`src/rtl/aes_pkg.sv`:
```
// Shared AES ShiftRows helpers: NB legality, row offsets, permutation, FSM state type.
package aes_pkg;

    localparam int MaxNb = 8;

    typedef logic [31:0] col_word_t;

    typedef enum logic [1:0] {StEmpty, StOne, StFull} skid_state_e;

    function automatic bit nb_legal(input int nb);
        return (nb == 4) || (nb == 6) || (nb == 8);
    endfunction

    function automatic int row_offset(input int nb, input int r);
        int off;
        case (r)
            0:       off = 0;
            1:       off = 1;
            2:       off = (nb == 8) ? 3 : 2;
            default: off = (nb == 8) ? 4 : 3;
        endcase
        return off;
    endfunction

    // Block is right-aligned in the 256-bit container; column 0 sits at the top of bit nb*32-1.
    function automatic logic [32*MaxNb-1:0] shift_rows_perm(input logic [32*MaxNb-1:0] blk,
                                                            input int nb, input logic inv);
        logic [32*MaxNb-1:0] res;
        col_word_t           col;
        int                  bw;
        int                  off;
        int                  src;
        res = '0;
        bw  = 32 * nb;
        for (int c = 0; c < MaxNb; c++) begin
            if (c < nb) begin
                col = '0;
                for (int r = 0; r < 4; r++) begin
                    off = row_offset(nb, r);
                    src = inv ? (c - off + nb) % nb : (c + off) % nb;
                    col[31-8*r -: 8] = blk[bw-1-32*src-8*r -: 8];
                end
                res[bw-1-32*c -: 32] = col;
            end
        end
        return res;
    endfunction

endpackage

```
`src/rtl/shift_rows_pipe_if.sv`:
```
// Handshake/data bundle for shift_rows_pipe; slave is the DUT side, master the driver side.
interface shift_rows_pipe_if #(
    parameter int NB = 4
) ();
    localparam int BW = 32 * NB;

    logic          i_valid;
    logic          o_ready;
    logic          i_inv;
    logic [BW-1:0] i_block;
    logic          o_valid;
    logic          i_ready;
    logic [BW-1:0] o_block;
    logic          o_inv;

    modport slave (
        input  i_valid, i_inv, i_block, i_ready,
        output o_ready, o_valid, o_block, o_inv
    );

    modport master (
        output i_valid, i_inv, i_block, i_ready,
        input  o_ready, o_valid, o_block, o_inv
    );
endinterface

```
`src/rtl/skid_buffer.sv`:
```
// Generic 2-entry valid/ready buffer: OUT register plus SKID register, ready is purely registered.
module skid_buffer
    import aes_pkg::*;
#(
    parameter int W = 8
) (
    input  logic         i_clk,
    input  logic         i_rst,
    input  logic         i_valid,
    output logic         o_ready,
    input  logic [W-1:0] i_data,
    output logic         o_valid,
    input  logic         i_ready,
    output logic [W-1:0] o_data
);
    skid_state_e  r_state;
    skid_state_e  w_state_next;
    logic [W-1:0] r_out;
    logic [W-1:0] r_skid;
    logic         w_in_xfer;
    logic         w_out_xfer;
    logic         w_load_out;
    logic         w_load_skid;
    logic         w_pop_skid;

    // Flags decode straight from the state register, so ready never depends on i_ready.
    assign o_ready    = (r_state != StFull);
    assign o_valid    = (r_state != StEmpty);
    assign o_data     = r_out;
    assign w_in_xfer  = i_valid & o_ready;
    assign w_out_xfer = o_valid & i_ready;

    always_comb begin
        w_state_next = r_state;
        w_load_out   = 1'b0;
        w_load_skid  = 1'b0;
        w_pop_skid   = 1'b0;
        unique case (r_state)
            StEmpty: begin
                if (w_in_xfer) begin
                    w_load_out   = 1'b1;
                    w_state_next = StOne;
                end
            end
            StOne: begin
                if (w_in_xfer && w_out_xfer) begin
                    w_load_out = 1'b1;
                end else if (w_out_xfer) begin
                    w_state_next = StEmpty;
                end else if (w_in_xfer) begin
                    w_load_skid  = 1'b1;
                    w_state_next = StFull;
                end
            end
            StFull: begin
                if (i_ready) begin
                    w_pop_skid   = 1'b1;
                    w_state_next = StOne;
                end
            end
            default: w_state_next = StEmpty;
        endcase
    end

    always_ff @(posedge i_clk) begin
        if (i_rst) begin
            r_state <= StEmpty;
            r_out   <= '0;
            r_skid  <= '0;
        end else begin
            r_state <= w_state_next;
            if (w_load_out) begin
                r_out <= i_data;
            end else if (w_pop_skid) begin
                r_out <= r_skid;
            end
            if (w_load_skid) begin
                r_skid <= i_data;
            end
        end
    end

endmodule

```
`src/rtl/shift_rows_pipe.sv`:
```
// Registered ShiftRows/InvShiftRows for Rijndael NB=4/6/8 behind a skid buffer.
// Optional accepted-block counter enabled by defining SHIFT_ROWS_STATS_EN.
module shift_rows_pipe
    import aes_pkg::*;
#(
    parameter int NB = 4
) (
    input  logic                    i_clk,
    input  logic                    i_rst,
    shift_rows_pipe_if.slave        bus
`ifdef SHIFT_ROWS_STATS_EN
    ,
    output logic [31:0]             o_blk_count
`endif
);
    localparam int BW = 32 * NB;

    if (!nb_legal(NB)) begin : g_bad_nb
        $error("shift_rows_pipe: NB must be 4, 6 or 8");
    end

    logic [32*MaxNb-1:0] w_blk_ext;
    logic [BW-1:0]       w_perm;
    logic [BW:0]         w_out_data;

    always_comb begin
        w_blk_ext           = '0;
        w_blk_ext[BW-1:0]   = bus.i_block;
    end

    assign w_perm = BW'(shift_rows_perm(w_blk_ext, NB, bus.i_inv));

    skid_buffer #(
        .W (BW + 1)
    ) u_skid (
        .i_clk   (i_clk),
        .i_rst   (i_rst),
        .i_valid (bus.i_valid),
        .o_ready (bus.o_ready),
        .i_data  ({w_perm, bus.i_inv}),
        .o_valid (bus.o_valid),
        .i_ready (bus.i_ready),
        .o_data  (w_out_data)
    );

    assign bus.o_block = w_out_data[BW:1];
    assign bus.o_inv   = w_out_data[0];

`ifdef SHIFT_ROWS_STATS_EN
    logic [31:0] r_blk_count;

    always_ff @(posedge i_clk) begin
        if (i_rst) begin
            r_blk_count <= '0;
        end else if (bus.i_valid && bus.o_ready) begin
            r_blk_count <= r_blk_count + 32'd1;
        end
    end

    assign o_blk_count = r_blk_count;
`endif

endmodule
```
`src/flat_wrapper.sv`:
```
// flat-port wrapper written by rule: the top's interface ports become plain ports
module shift_rows_pipe_flat import aes_pkg::*;
#(
    parameter int NB = 4
)
  (i_clk, i_rst, bus_i_valid, bus_i_inv, bus_i_block, bus_i_ready, bus_o_ready, bus_o_valid, bus_o_block, bus_o_inv);
  shift_rows_pipe_if #(.NB(NB)) bus_i ();
  input  logic i_clk;
  input  logic i_rst;
  input wire logic [$bits(bus_i.i_valid)-1:0] bus_i_valid;
  input wire logic [$bits(bus_i.i_inv)-1:0] bus_i_inv;
  input wire logic [$bits(bus_i.i_block)-1:0] bus_i_block;
  input wire logic [$bits(bus_i.i_ready)-1:0] bus_i_ready;
  output wire logic [$bits(bus_i.o_ready)-1:0] bus_o_ready;
  output wire logic [$bits(bus_i.o_valid)-1:0] bus_o_valid;
  output wire logic [$bits(bus_i.o_block)-1:0] bus_o_block;
  output wire logic [$bits(bus_i.o_inv)-1:0] bus_o_inv;
  assign bus_i.i_valid = bus_i_valid;
  assign bus_i.i_inv = bus_i_inv;
  assign bus_i.i_block = bus_i_block;
  assign bus_i.i_ready = bus_i_ready;
  assign bus_o_ready = bus_i.o_ready;
  assign bus_o_valid = bus_i.o_valid;
  assign bus_o_block = bus_i.o_block;
  assign bus_o_inv = bus_i.o_inv;
  shift_rows_pipe #(.NB(NB)) u_core (.i_clk(i_clk), .i_rst(i_rst), .bus(bus_i));
endmodule
```
`config.mk`:
```
export PLATFORM = sky130hd
export DESIGN_NAME = shift_rows_pipe_flat
export DESIGN_NICKNAME = d
export VERILOG_FILES = /design/src/rtl/aes_pkg.sv /design/src/rtl/shift_rows_pipe_if.sv /design/src/rtl/skid_buffer.sv /design/src/rtl/shift_rows_pipe.sv /design/src/flat_wrapper.sv
export SDC_FILE = /design/constraint.sdc
export NUM_CORES = 1
export LEC_CHECK = 0
export ABC_AREA = 1
export CAP_MARGIN = 20
export CORE_UTILIZATION = 55
export DETAILED_ROUTE_END_ITERATION = 7
export GPL_TIMING_DRIVEN = 0
export PLACE_DENSITY = 0.9
export SETUP_SLACK_MARGIN = 0.05
export SYNTH_ARGS = -nofsm -noshare
export SYNTH_HDL_FRONTEND = slang
export SYNTH_SLANG_ARGS = --single-unit
```
`constraint.sdc`:
```
create_clock -name i_clk -period 3.5 [get_ports i_clk]
set_input_delay 0.7 -clock i_clk [delete_from_list [all_inputs] [get_ports i_clk]]
set_output_delay 0.7 -clock i_clk [all_outputs]
set_load 0.005 [all_outputs]
```
==> flow_summary.json <==
{
  "cp-end-kind": "output pin",
  "core_um2": 21020,
  "layout-drive-gt1-share_pct": 5.662,
  "cpPeakStageDelay_ns": 0.50,
  "final.setup.tns_ns": 0,
  "clockRootBuffer": "clkbuf_16",
  "power.density_nw_per_um2": 469.8,
  "syn-num-nets": 1964,
  "ctsHoldBuffers": 0,
  "dp_hpwl_um": 28470,
  "dr.pass1.iters": 6,
  "ir_worst_vdd_mv": 0.3604,
  "synth.distinct_cells": 19,
  "drv_cap": 0,
  "cts_resized": 0,
  "path_cells": "inv_1 > nand2_1 > clkdlybuf4s50_1",
  "chipWidth_um": 148.5,
  "ys_seq_elements": 260,
  "grt_pass1_wl_um": 62090,
  "clkTransAtPathRegs_ns": 0.06,
  "final_nets": 2254,
  "syn_area_um2": 11800,
  "tightest_slew_ns": 0.9113,
  "vias": 13070,
  "arrival_ns": 1.68,
  "power.leakage_nw": 6.601,
  "max_freq_mhz": 419.7,
  "reg2reg_to": "u_core.u_skid.r_skid[84]",
  "period_minus_slack_ns": 2.383,
  "hp-start": "u_core.u_skid.r_skid[79]",
  "synth_xor_area_share_pct": 0,
  "status": "finished, final reports clean",
  "detail-route-antenna-nets": 0,
  "port_buffers": 262,
  "fin_cells": 2413,
  "cts_setup_buffers": 0,
  "htree_num_levels": 1,
  "setup_viol": 0,
  "synth-seq-area-share_pct": 44.11,
  "clk_latency_ns": 0.55,
  "pre_cts_slack_ns": 0.6753,
  "final_common_cell": "nand2_1",
  "synth_top_family_by_area": "simple AND/OR/NAND/NOR gates",
  "num_rows": 53,
  "critPathLaunchType": "register",
  "hold-worst-slack_ns": 0.4591,
  "hold_path_depth": 2,
  "p_total_w": 0.007339,
  "crit_slowest_cell": "clkdlybuf4s50_1",
  "antenna_found_initial": 2,
  "viasPerCell": 5.415,
  "die-area_um2": 22040,
  "io_pins": 264,
  "cts.sinks": 260,
  "rr_startpoint": "u_core.u_skid.r_state[0]",
  "timing_hold_violations_final": 0,
  "gp_congestion": 0.9444,
  "synth-simple-area-share_pct": 32.64,
  "rr_worst_depth": 8,
  "clock_skew_ns": 0.01821,
  "cts-buffers-inserted": 26,
  "critPathKind": "register to output pin",
  "hold_path_end": "u_core.u_skid.r_skid[79]",
  "worstPathRequired_ns": 2.80,
  "grt_max_degree": 14,
  "post_drt_wl_per_cell_um": 16.47,
  "drc": 0,
  "postSynthAreaPerCell_um2": 6.444,
  "fill_cells": 1611,
  "dp.cells": 2368,
  "drv_slew": 0,
  "timing.hold.worst.class": "register to register",
  "cts_tree": "done",
  "die_h_um": 148.5,
  "overflow": 0,
  "synthAdderAreaFrac_pct": 0,
  "grt.total_usage_pct": 35.51,
  "r2r_slack_ns": 1.43,
  "crit_fanout": 6,
  "min_period_over_period_pct": 68.07,
  "routed_wl_um": 39750,
  "max-clock-path-buffers": 3,
  "grt_pass1_vias": 12150,
  "area_growth_pct": 32.41,
  "yosysWarnings": 0,
  "setup_ws_ns": 1.118,
  "synthCells": 1831,
  "synthMuxAreaShare_pct": 0,
  "synth_top_area_share_pct": 44.11,
  "initial_core_util_pct": 56.13,
  "synth_top_area_cell": "dfxtp_1",
  "dr.first_iter.drc_count": 1144,
  "mostFrequentLayoutCells": "nand2_1, nor2_1, clkdlybuf4s50_1, dfxtp_1, o21ai_0",
  "rsz0062_at_grt": "no",
  "ys_top_cells_by_area": "dfxtp_1, nand2_1, nor2_1, o21ai_0, inv_1",
  "synth_compound_area_share_pct": 13.74,
  "slew_headroom_pct": 39.25
}
==> synthesized netlist by cell type (all sizes together) <==
| library cell | count |
|---|---|
| clkinv | 1 |
| nand2 | 458 |
| nor3 | 1 |
| clkbuf | 56 |
| nand3 | 71 |
| nor2 | 416 |
| or2 | 32 |
| inv | 135 |
| buf | 77 |
| dfxtp | 260 |
| o21ai | 224 |
| a21oi | 100 |
==> cell families (layout without fill, tap and decap cells) <==
logic type / Yosys count / after routing
other cells: 0 / 1
flops: 260 / 260
compound gates: 324 / 324
buf+inv: 269 / 575
simple gates: 978 / 978
==> per-stage QoR <==
step           instance area [um^2]  util, %
2_1_floorplan                 11800        -
3_3_place_gp                  14770    70.24
3_5_place_dp                  14770    70.24
4_1_cts                       15620    74.31
5_1_grt                       15620    74.31
6_report                      15620    74.32
==> worst max-delay path by stage <==
stage / depth (start not counted) / from / slack (ns) / endpoint
2_1_floorplan: 9 / bus_i_valid / 1.83 / u_core.u_skid.o_data[104]
3_3_place_gp: 10 / bus_i_valid / 0.70 / u_core.u_skid.o_data[120]
3_5_place_dp: 6 / i_rst / 0.68 / u_core.u_skid.o_data[79]
4_1_cts: 3 / u_core.u_skid.r_state[1] / 1.11 / bus_o_valid
5_1_grt: 3 / u_core.u_skid.r_state[1] / 1.04 / bus_o_valid
6_report: 3 / u_core.u_skid.r_state[1] / 1.12 / bus_o_valid
==> where the power goes <==
group / internal (W) / total (W) / switching, W
Combinational: 0.000580 / 0.00130 / 0.000721
Sequential: 0.00313 / 0.00323 / 0.0000970
Clock: 0.00162 / 0.00281 / 0.00119
==> critical path, delay by kind of cell, from the launching register on <==
family	cells	cell delay (ns)
flip-flops	1	0.46
buffers and inverters	2	0.59
AND/OR/NAND/NOR	1	0.09
==> routing by layer <==
metal | up-vias | track usage (%) | routed length (um)
met5 | - | 0 | 17
met4 | 2 | 17.78 | 2086
met3 | 143 | 6.564 | 3728
met2 | 685 | 58.86 | 18340
met1 | 5984 | 44.15 | 15580
li1 | 6252 | - | -
==> registers in the layout (all words and copies together) (netlist names) <==
signal	flops
u_core.u_skid.r_skid	129
u_core.u_skid.r_state	2
u_core.u_skid.o_data	129
==> final cells by class <==
| class | count | area [um^2] | share of cell area [%] |
|---|---|---|---|
| antenna | 1 | 2.502 | 0.01602 |
| buffer | 133 | 610.6 | 3.908 |
| clock buffer | 39 | 789.5 | 5.054 |
| clock inverter | 5 | 65.06 | 0.4165 |
| inverter | 136 | 510.5 | 3.268 |
| multi-input combinational | 1302 | 5473 | 35.03 |
| sequential | 260 | 5205 | 33.32 |
| tap | 275 | 344.1 | 2.202 |
| timing repair buffer | 262 | 2623 | 16.79 |
Note: power is estimated with default switching activity, not from simulation.
